[src/rtl/power_mode_pkg.sv]
// Shared state encoding, power-off cause codes and counter sizing helper
// for the power mode controller.
package power_mode_pkg;

    typedef enum logic [1:0] {
        ST_OFF  = 2'd0,
        ST_HOLD = 2'd1,
        ST_ON   = 2'd2
    } pm_state_e;

    typedef enum logic [1:0] {
        CAUSE_NONE   = 2'b00,
        CAUSE_BUTTON = 2'b01,
        CAUSE_IDLE   = 2'b10
    } off_cause_e;

    // Bits needed to hold every value 0..terminal, never narrower than one bit.
    function automatic int cnt_width(input int terminal);
        return (terminal < 32'sd1) ? 32'sd1 : $clog2(terminal + 32'sd1);
    endfunction

endpackage

[src/rtl/tick_gen.sv]
// Free-running timing tick: one-cycle registered pulse every TICK_DIV cycles,
// restarted from zero whenever clr is asserted.
module tick_gen
    import power_mode_pkg::*;
#(
    parameter int TICK_DIV = 32'sd50000
) (
    input  logic sys_clk,
    input  logic rst,
    input  logic clr,
    output logic tick
);

    localparam int CNT_W = cnt_width(TICK_DIV - 32'sd1);
    localparam logic [CNT_W-1:0] CNT_LAST = CNT_W'(TICK_DIV - 32'sd1);

    logic [CNT_W-1:0] cnt_r;
    logic             tick_r;

    // Divider counter and registered tick pulse
    always_ff @(posedge sys_clk) begin
        if (rst || clr) begin
            cnt_r  <= '0;
            tick_r <= 1'b0;
        end else if (cnt_r == CNT_LAST) begin
            cnt_r  <= '0;
            tick_r <= 1'b1;
        end else begin
            cnt_r  <= cnt_r + CNT_W'(1);
            tick_r <= 1'b0;
        end
    end

    assign tick = tick_r;

endmodule

[src/rtl/power_mode_ctrl.sv]
// Power mode controller: press-and-hold power-on, button or idle power-off,
// and a debounced one-hot mode selector that is only live while powered.
module power_mode_ctrl
    import power_mode_pkg::*;
#(
    parameter int TICK_DIV       = 32'sd50000,
    parameter int HOLD_TICKS     = 32'sd100,
    parameter int DEBOUNCE_TICKS = 32'sd2,
    parameter int IDLE_TICKS     = 32'sd0,
    parameter int NUM_MODES      = 32'sd3
) (
    input  logic                 sys_clk,
    input  logic                 rst,
    input  logic                 power_on_btn,
    input  logic                 power_off_btn,
    input  logic [NUM_MODES-1:0] mode_sel,
    input  logic                 activity,
    output logic                 power_on_led,
    output logic [NUM_MODES-1:0] mode_onehot,
    output logic [1:0]           off_cause,
    output logic                 off_pulse
);

    localparam int SYNC_W = NUM_MODES + 32'sd3;
    localparam int HOLD_W = cnt_width(HOLD_TICKS);
    localparam int IDLE_W = cnt_width(IDLE_TICKS);
    localparam int DEB_W  = cnt_width(DEBOUNCE_TICKS);
    localparam bit IDLE_EN = (IDLE_TICKS > 32'sd0);

    localparam logic [HOLD_W-1:0] HOLD_LAST = HOLD_W'(HOLD_TICKS - 32'sd1);
    localparam logic [HOLD_W-1:0] HOLD_FULL = HOLD_W'(HOLD_TICKS);
    localparam logic [IDLE_W-1:0] IDLE_LAST =
        IDLE_W'((IDLE_TICKS > 32'sd0) ? IDLE_TICKS - 32'sd1 : 32'sd0);
    localparam logic [IDLE_W-1:0] IDLE_FULL = IDLE_W'(IDLE_TICKS);
    localparam logic [DEB_W-1:0]  DEB_LAST  = DEB_W'(DEBOUNCE_TICKS - 32'sd1);
    localparam logic [DEB_W-1:0]  DEB_FULL  = DEB_W'(DEBOUNCE_TICKS);

    logic [SYNC_W-1:0]    sync1_r;
    logic [SYNC_W-1:0]    sync2_r;
    logic                 on_s;
    logic                 off_s;
    logic                 act_s;
    logic [NUM_MODES-1:0] mode_s;
    logic                 tick_s;

    pm_state_e            state_r;
    pm_state_e            state_next_s;
    logic                 hold_entry_s;
    logic                 off_btn_s;
    logic                 idle_exp_s;
    logic                 mode_run_s;
    logic                 cand_onehot_s;

    logic [HOLD_W-1:0]    hold_cnt_r;
    logic [IDLE_W-1:0]    idle_cnt_r;
    logic [DEB_W-1:0]     stable_cnt_r;
    logic [NUM_MODES-1:0] cand_r;
    logic [NUM_MODES-1:0] mode_r;
    logic                 led_r;
    logic                 pulse_r;
    off_cause_e           cause_r;

    // Two-flop synchronizer for every asynchronous input
    always_ff @(posedge sys_clk) begin
        if (rst) begin
            sync1_r <= '0;
            sync2_r <= '0;
        end else begin
            sync1_r <= {power_on_btn, power_off_btn, activity, mode_sel};
            sync2_r <= sync1_r;
        end
    end

    assign on_s   = sync2_r[SYNC_W-1];
    assign off_s  = sync2_r[SYNC_W-2];
    assign act_s  = sync2_r[SYNC_W-3];
    assign mode_s = sync2_r[NUM_MODES-1:0];

    tick_gen #(
        .TICK_DIV (TICK_DIV)
    ) u_tick_gen (
        .sys_clk (sys_clk),
        .rst     (rst),
        .clr     (hold_entry_s),
        .tick    (tick_s)
    );

    // Next-state logic; the off button outranks an idle expiry in the same cycle
    always_comb begin
        state_next_s = state_r;
        hold_entry_s = 1'b0;
        off_btn_s    = 1'b0;
        idle_exp_s   = 1'b0;
        case (state_r)
            ST_OFF: begin
                if (on_s && !off_s) begin
                    state_next_s = ST_HOLD;
                    hold_entry_s = 1'b1;
                end else begin
                    state_next_s = ST_OFF;
                end
            end
            ST_HOLD: begin
                if (!on_s || off_s) begin
                    state_next_s = ST_OFF;
                end else if (tick_s && (hold_cnt_r == HOLD_LAST)) begin
                    state_next_s = ST_ON;
                end else begin
                    state_next_s = ST_HOLD;
                end
            end
            ST_ON: begin
                if (off_s) begin
                    state_next_s = ST_OFF;
                    off_btn_s    = 1'b1;
                end else if (IDLE_EN && !act_s && tick_s && (idle_cnt_r == IDLE_LAST)) begin
                    state_next_s = ST_OFF;
                    idle_exp_s   = 1'b1;
                end else begin
                    state_next_s = ST_ON;
                end
            end
            default: begin
                state_next_s = ST_OFF;
            end
        endcase
    end

    // State register and registered status outputs
    always_ff @(posedge sys_clk) begin
        if (rst) begin
            state_r <= ST_OFF;
            led_r   <= 1'b0;
            pulse_r <= 1'b0;
            cause_r <= CAUSE_NONE;
        end else begin
            state_r <= state_next_s;
            led_r   <= (state_next_s == ST_ON);
            pulse_r <= off_btn_s || idle_exp_s;
            if ((state_r != ST_ON) && (state_next_s == ST_ON)) begin
                cause_r <= CAUSE_NONE;
            end else if (off_btn_s) begin
                cause_r <= CAUSE_BUTTON;
            end else if (idle_exp_s) begin
                cause_r <= CAUSE_IDLE;
            end else begin
                cause_r <= cause_r;
            end
        end
    end

    // Hold counter: ticks spent in HOLD, zero whenever HOLD is entered or left
    always_ff @(posedge sys_clk) begin
        if (rst) begin
            hold_cnt_r <= '0;
        end else if ((state_r == ST_HOLD) && (state_next_s == ST_HOLD)) begin
            if (tick_s && (hold_cnt_r != HOLD_FULL)) begin
                hold_cnt_r <= hold_cnt_r + HOLD_W'(1);
            end else begin
                hold_cnt_r <= hold_cnt_r;
            end
        end else begin
            hold_cnt_r <= '0;
        end
    end

    // Idle counter: activity-free ticks while staying ON
    always_ff @(posedge sys_clk) begin
        if (rst) begin
            idle_cnt_r <= '0;
        end else if ((state_r == ST_ON) && (state_next_s == ST_ON)) begin
            if (act_s) begin
                idle_cnt_r <= '0;
            end else if (tick_s && (idle_cnt_r != IDLE_FULL)) begin
                idle_cnt_r <= idle_cnt_r + IDLE_W'(1);
            end else begin
                idle_cnt_r <= idle_cnt_r;
            end
        end else begin
            idle_cnt_r <= '0;
        end
    end

    // The filter only runs across consecutive ON cycles, so it restarts empty at power-on
    assign mode_run_s    = (state_r == ST_ON) && (state_next_s == ST_ON);
    assign cand_onehot_s = (cand_r != '0) && ((cand_r & (cand_r - NUM_MODES'(1))) == '0);

    // Mode debounce filter and accepted-mode register
    always_ff @(posedge sys_clk) begin
        if (rst || !mode_run_s) begin
            cand_r       <= '0;
            stable_cnt_r <= '0;
            mode_r       <= '0;
        end else if (mode_s != cand_r) begin
            cand_r       <= mode_s;
            stable_cnt_r <= '0;
        end else if (tick_s && (stable_cnt_r != DEB_FULL)) begin
            stable_cnt_r <= stable_cnt_r + DEB_W'(1);
            if (stable_cnt_r == DEB_LAST) begin
                mode_r <= cand_onehot_s ? cand_r : '0;
            end else begin
                mode_r <= mode_r;
            end
        end else begin
            stable_cnt_r <= stable_cnt_r;
        end
    end

    assign power_on_led = led_r;
    assign mode_onehot  = mode_r;
    assign off_cause    = cause_r;
    assign off_pulse    = pulse_r;

endmodule

[config.mk]
export PLATFORM = sky130hd
export DESIGN_NAME = power_mode_ctrl
export DESIGN_NICKNAME = d
export VERILOG_FILES = /design/src/rtl/power_mode_pkg.sv /design/src/rtl/tick_gen.sv /design/src/rtl/power_mode_ctrl.sv
export SDC_FILE = /design/constraint.sdc
export NUM_CORES = 1
export LEC_CHECK = 0
export ABC_AREA = 1
export CAP_MARGIN = 0
export CORE_ASPECT_RATIO = 1.5
export CORE_UTILIZATION = 35
export CTS_CLUSTER_DIAMETER = 120
export DETAILED_ROUTE_END_ITERATION = 7
export GPL_TIMING_DRIVEN = 0
export PLACE_DENSITY_LB_ADDON = 0.12
export SETUP_SLACK_MARGIN = 0.5
export SLEW_MARGIN = 30
export SYNTH_ARGS = -nofsm -noshare
export SYNTH_HDL_FRONTEND = slang
export SYNTH_SLANG_ARGS = --single-unit
[constraint.sdc]
create_clock -name sys_clk -period 1.25 [get_ports sys_clk]
set_input_delay 0.125 -clock sys_clk [delete_from_list [all_inputs] [get_ports sys_clk]]
set_output_delay 0.125 -clock sys_clk [all_outputs]
set_load 0.02 [all_outputs]
======== Yosys cells after proc, flatten, opt, wreduce, memory -nomap -nowiden ========
Index checks and enable logic that the tools add are counted.
cells by class
  add/sub/neg operators ................... 4
  multipliers ............................. 0
  divide/modulo/power cells ............... 0
  $lt $le $gt $ge ......................... 0
  equal/unequal tests ..................... 11
  shift operators ......................... 0
  mux-type cells .......................... 11
  bitwise gates (word level) .............. 3
  reduce and logical (&&, ||, !) cells .... 22
operator list
  cell                                              count
  adder 16 x 1 -> 16 bit, second input constant     1
  == test 16 bit, second input constant             1
  logical AND 1 bit                                 8
  OR reduction 2 bit                                4
  adder 7 x 1 -> 7 bit, second input constant       1
  == test 7 bit, second input constant              1
  inequality test 7 bit, second input constant      1
  == test 2 x 1 -> 1 bit, second input constant     3
  2-to-1 mux 1 bit                                  6
  2-to-1 mux 2 bit                                  3
  case mux 2 bit (3 select lines)                   1
  == test 2 bit, second input constant              2
  inequality test 2 bit, second input constant      2
  AND 3 bit                                         1
  logical NOT 1 bit                                 3
  logical NOT 3 bit                                 1
  logical OR 1 bit                                  3
  2-to-1 mux 3 bit                                  1
  inequality test 3 bit                             1
  AND reduction 3 bit                               1
  nonzero test 3 bit                                1
  subtractor 3 x 1 -> 3 bit, second input constant  1
  adder 2 x 1 -> 2 bit, second input constant       1
  logical NOT 2 bit                                 1
  inverter 1 bit                                    2
word-level totals
  register bits after elaboration ......... 49
  bits in latches ......................... 0
  RAM bits ................................ 0
  memory bits (read-only) ................. 0
  input port bits ......................... 8
  output and inout port bits .............. 7
  memories ................................ 0

======== Longest topological paths before layout ========
  depth in word-level cells ............... 10
  gate-level depth with buffers ........... 9
  gate-level depth less buffers ........... 9

======== Modules after synthesis ========
A second synthesis with hierarchy kept.
unflattened totals
  cells, all modules ...................... 317
  area total of the unflattened synthesis .. 2239.6 µm²
modules (own cells, without submodules)
  module           instances  cells an instance  area an instance (µm²)  sequential area each (µm²)
  power_mode_ctrl  1          182                1307.5                  600.6
  tick_gen         1          135                932.1                   340.3

======== Least setup slack after synthesis ========
No wires, ideal clock.
  kind .................................... reg-to-reg
  from .................................... register hold_cnt_r[0]
  to ...................................... register hold_cnt_r[3]
  arrival time ............................ 1.129 ns
  setup slack ............................. 0.003 ns
  cell stages (with the launch flop) ...... 9
  buffers on the path ..................... 0
  path through ............................ dfxtp_1 -> inv_1 -> ha_1 -> nand3_1 -> nor2_1 -> nor2_2 -> nand3_1 -> nand2_1 -> nor2_1
between the ends
  word-level cells in the longest chain between the ends .. 9
ends and longest elaborated chain
  item                                 RTL line                RTL
  start, declared                      power_mode_ctrl.sv:54   logic [HOLD_W-1:0] hold_cnt_r;
  start signal, assigned               power_mode_ctrl.sv:158  hold_cnt_r <= hold_cnt_r + HOLD_W'(1);
  start signal, assigned               power_mode_ctrl.sv:160  hold_cnt_r <= hold_cnt_r;
  == test 7 bit                        power_mode_ctrl.sv:106  end else if (tick_s && (hold_cnt_r == HOLD_LAST)) begin
  logical AND 1 bit                    power_mode_ctrl.sv:106
  2-to-1 mux 2 bit                     power_mode_ctrl.sv:106
  2-to-1 mux 2 bit                     power_mode_ctrl.sv:104  if (!on_s || off_s) begin
  case mux 2 bit (3 select lines)      power_mode_ctrl.sv:94   case (state_r)
  == test 2 x 1 -> 1 bit               power_mode_ctrl.sv:156  end else if ((state_r == ST_HOLD) && (state_next_s == ST_HOLD)) begin
  logical AND 1 bit                    power_mode_ctrl.sv:156
  inverter 1 bit (no source line)      --
  OR reduction 2 bit (no source line)  --
Parallel ways exist; a longest one is shown, timed or not.
A chain may end at the register's enable or synchronous reset.

======== Worst setup path in the final report ========
  from .................................... register u_tick_gen.cnt_r[0]
  to ...................................... register u_tick_gen.cnt_r[3]
between the ends
  word-level cells in the longest chain between the ends .. 2
ends and longest elaborated chain
  item                                                                            RTL line        RTL
  start, declared                                                                 tick_gen.sv:17  logic [CNT_W-1:0] cnt_r;
  start signal, assigned                                                          tick_gen.sv:29  cnt_r <= cnt_r + CNT_W'(1);
  parallel branches: the longest is 2 deep, another holds adder 16 x 1 -> 16 bit  --
Parallel ways; which one is timed is not known.

==> metrics.cfg <==
[clocking]
cts_tree=built
hold_buffers=0
htree_levels=2
clkTransAtPathRegs_ns=0.10
worstSkewPairLatency_ns=0.31
numCtsBuffers=5
clock_sinks=47
clockBufferDepth=2
clock-root-buffer=clkbuf_8

[power_and_ir_drop]
p_per_area_nw_per_um2=924
p_int_mw=2.20
seqPwrFrac=0.530
p_comb_frac=0.059
power_leakage_nw=1.08
switching_share=0.234
finalPower_mw=2.88
ir_worst_vdd_v=0.000637
clkPwrFrac=0.411
p_sw_mw=0.673

[critical_path]
crit_fanout=5
reg2regPathDepth=7
cp.required_ns=1.45
endpoint_kind=flop
cp_data_arrival_time_ns=1.42
cp-start-kind=flop
path_class=flop to flop
crit_chain=ha_4, nand3_4, nor2_1, nand2_1, nand2_4, clkbuf_16, nor2_1
cpMaxStageDelayCell=dfxtp_2
crit_path_frequent_cell=nor2_1
crit_path_max_incr_delay_ns=0.36

[floorplan]
die_area_sq_um=6770
die_y_um=100
pin_count=15
row_count=35
core-area_sq_um=6170
die_w_um=67.5
start_util=0.365

[timing]
whs_ns=0.233
rsz0062_at_grt=true
fmax_mhz=818
fin_worst_skew_ns=0.0102
hold_viol_final=0
period_share=0.977
setup_viol=0
drv_slew=0
min_period_ns=1.22

[hold_path]
hold_class=input port to flop
hold_depth=2

[logic_synthesis]
yosys-top-cells-area=dfxtp_1 (42%), nand2_1 (14%), nor2_1 (9.3%)
yosysUniqueCellTypes=26
synth_top_area_share=0.417
syn_nets=337
netlist_instances=324
synth_common_cells=nand2_1 (82), nor2_1 (56), inv_1 (52)
yosys.area.top_type=dfxtp_1
syn_area_sq_um=2250
yosys_warnings=0
synth_edf_count=0
async_flop_share=0
synth_most_common_cell=nand2_1
synth-seq-cells=47
synthFlopType=dfxtp_1
syn-mean-instance-area_sq_um=6.96
ys_seq_area_frac=0.417

[place]
placed_area_sq_um=2580
place.detailed.hpwl_um=3400
gp_congestion=0.896
portBuffers=12

[route]
wl_um=4850
ant_nets=0
detail_route.iter0.violations=63
post_drt_wl_per_cell_um=11.0
dr.pass1.iters=5
viasPerCell=4.67
dr_total_vias=2054
drc=0

[layout]
n_antenna_cell=0
layout-drive-gt1-share=0.391
final_area_sq_um=3110
areaGrowthSynthToFinish_pct=38.1
nets=378

[global_routing]
grt_pass1_wl_um=8160
grt_max_degree=17
grt_overflow=0
grt_antenna_before_repair=0
grt_pass1_vias=1918
grt_use_total=0.158

[job]
cap_violations=0

[status]
status=finished, final reports clean

## placed cells by master (no fill, tap or decap), drive strengths merged
| cell type | n |
|---|---|
| xor2 | 4 |
| clkdlybuf4s50 | 5 |
| nand3b | 4 |
| o21ai | 6 |
| nor2 | 62 |
| inv | 54 |
| nor3 | 2 |
| clkbuf | 7 |
| clkinv | 1 |
| buf | 29 |
| dfxtp | 47 |
| nand2 | 86 |
| nand3 | 18 |
| nand4 | 13 |
| ha | 5 |
| bufinv | 1 |
| conb | 1 |
| xnor2 | 2 |
| a21oi | 18 |
| dlygate4sd2 | 1 |
## cell type report
class	count	area, sq um
fillers	611	3060
multi-input cells	221	1340
flip-flops and latches	47	995
repair buffers	34	329
inverters	53	204
well taps	74	92.6
clock buffers	5	68.8
clock inverters	3	47.5
plain buffers	3	36.3
## layer usage
layer / share of wire / wire length, um / global-route usage / vias to the layer above
met5: 0 / 0 / 0 / -
met4: 0.038 / 184 / 0.0769 / 0
met3: 0.022 / 105 / 0.0318 / 14
met2: 0.56 / 2700 / 0.299 / 23
met1: 0.38 / 1860 / 0.155 / 937
li1: - / - / - / 1080
## worst max-delay path, delay by kind of cell, from the launching register on
| kind | cells | cell delay (ns) |
|---|---|---|
| buffers and inverters | 1 | 0.16 |
| DFF | 1 | 0.36 |
| adders and majority gates | 1 | 0.14 |
| and+or+nand+nor | 5 | 0.45 |
## path summary, 6_finish.rpt
| kind | startpoint | slack (ns) | endpoint |
|---|---|---|---|
| setup / recovery | u_tick_gen.cnt_r[0] | 0.03 | u_tick_gen.cnt_r[3] |
| hold / removal | rst | 0.23 | sync1_r[1] |
| setup reg to reg | u_tick_gen.cnt_r[0] | 0.03 | u_tick_gen.cnt_r[3] |
| hold reg to reg | sync1_r[1] | 0.40 | sync2_r[1] |
## power groups by stage
stage	clock, mW	sequential, mW	combinational, mW
floorplan	0	1.57	0.0785
global placement	0	1.57	0.113
detailed placement	0	1.57	0.115
CTS	1.22	1.53	0.148
global route	1.27	1.53	0.190
finish	1.18	1.53	0.169
## cells by family after synthesis
| family | Yosys count | synth area share |
|---|---|---|
| compound gates | 24 | 0.0533 |
| xor+xnor | 6 | 0.0233 |
| fa+ha+maj | 5 | 0.0277 |
| buf+inv | 56 | 0.0982 |
| flops | 47 | 0.417 |
| other cells | 1 | 0.00166 |
| simple gates | 185 | 0.378 |
## registers in the layout (all words and copies together), names as in the netlist, 2 cells and up
name              count
cand_r                3
sync1_r               5
state_r               2
mode_onehot           3
hold_cnt_r            7
u_tick_gen.cnt_r     16
sync2_r               5
stable_cnt_r          2
## through the flow
| stage | cells | TNS (ns) | util | setup WS, ns |
|---|---|---|---|---|
| 2_1_floorplan | 324 | 0 | - | 0.120 |
| 3_3_place_gp | 410 | -4.14 | 0.417 | -0.260 |
| 3_5_place_dp | 410 | -4.40 | 0.417 | -0.271 |
| 4_1_cts | 432 | 0 | 0.476 | 0.0476 |
| 5_1_grt | 440 | -0.244 | 0.504 | -0.0389 |
| 6_report | 440 | 0 | 0.504 | 0.0282 |
## what timing repair did
| item | 4_1_cts | 5_1_grt |
|---|---|---|
| buffers inserted | 14 | 7 |
| gates resized for setup | 78 | 47 |
| endpoints found under the setup margin | 52 | 43 |
| pin swaps | 25 | 12 |
| cloned | 0 | 1 |
| endpoints found under the hold margin | 0 | 0 |
(Power assumes the default switching activity.)
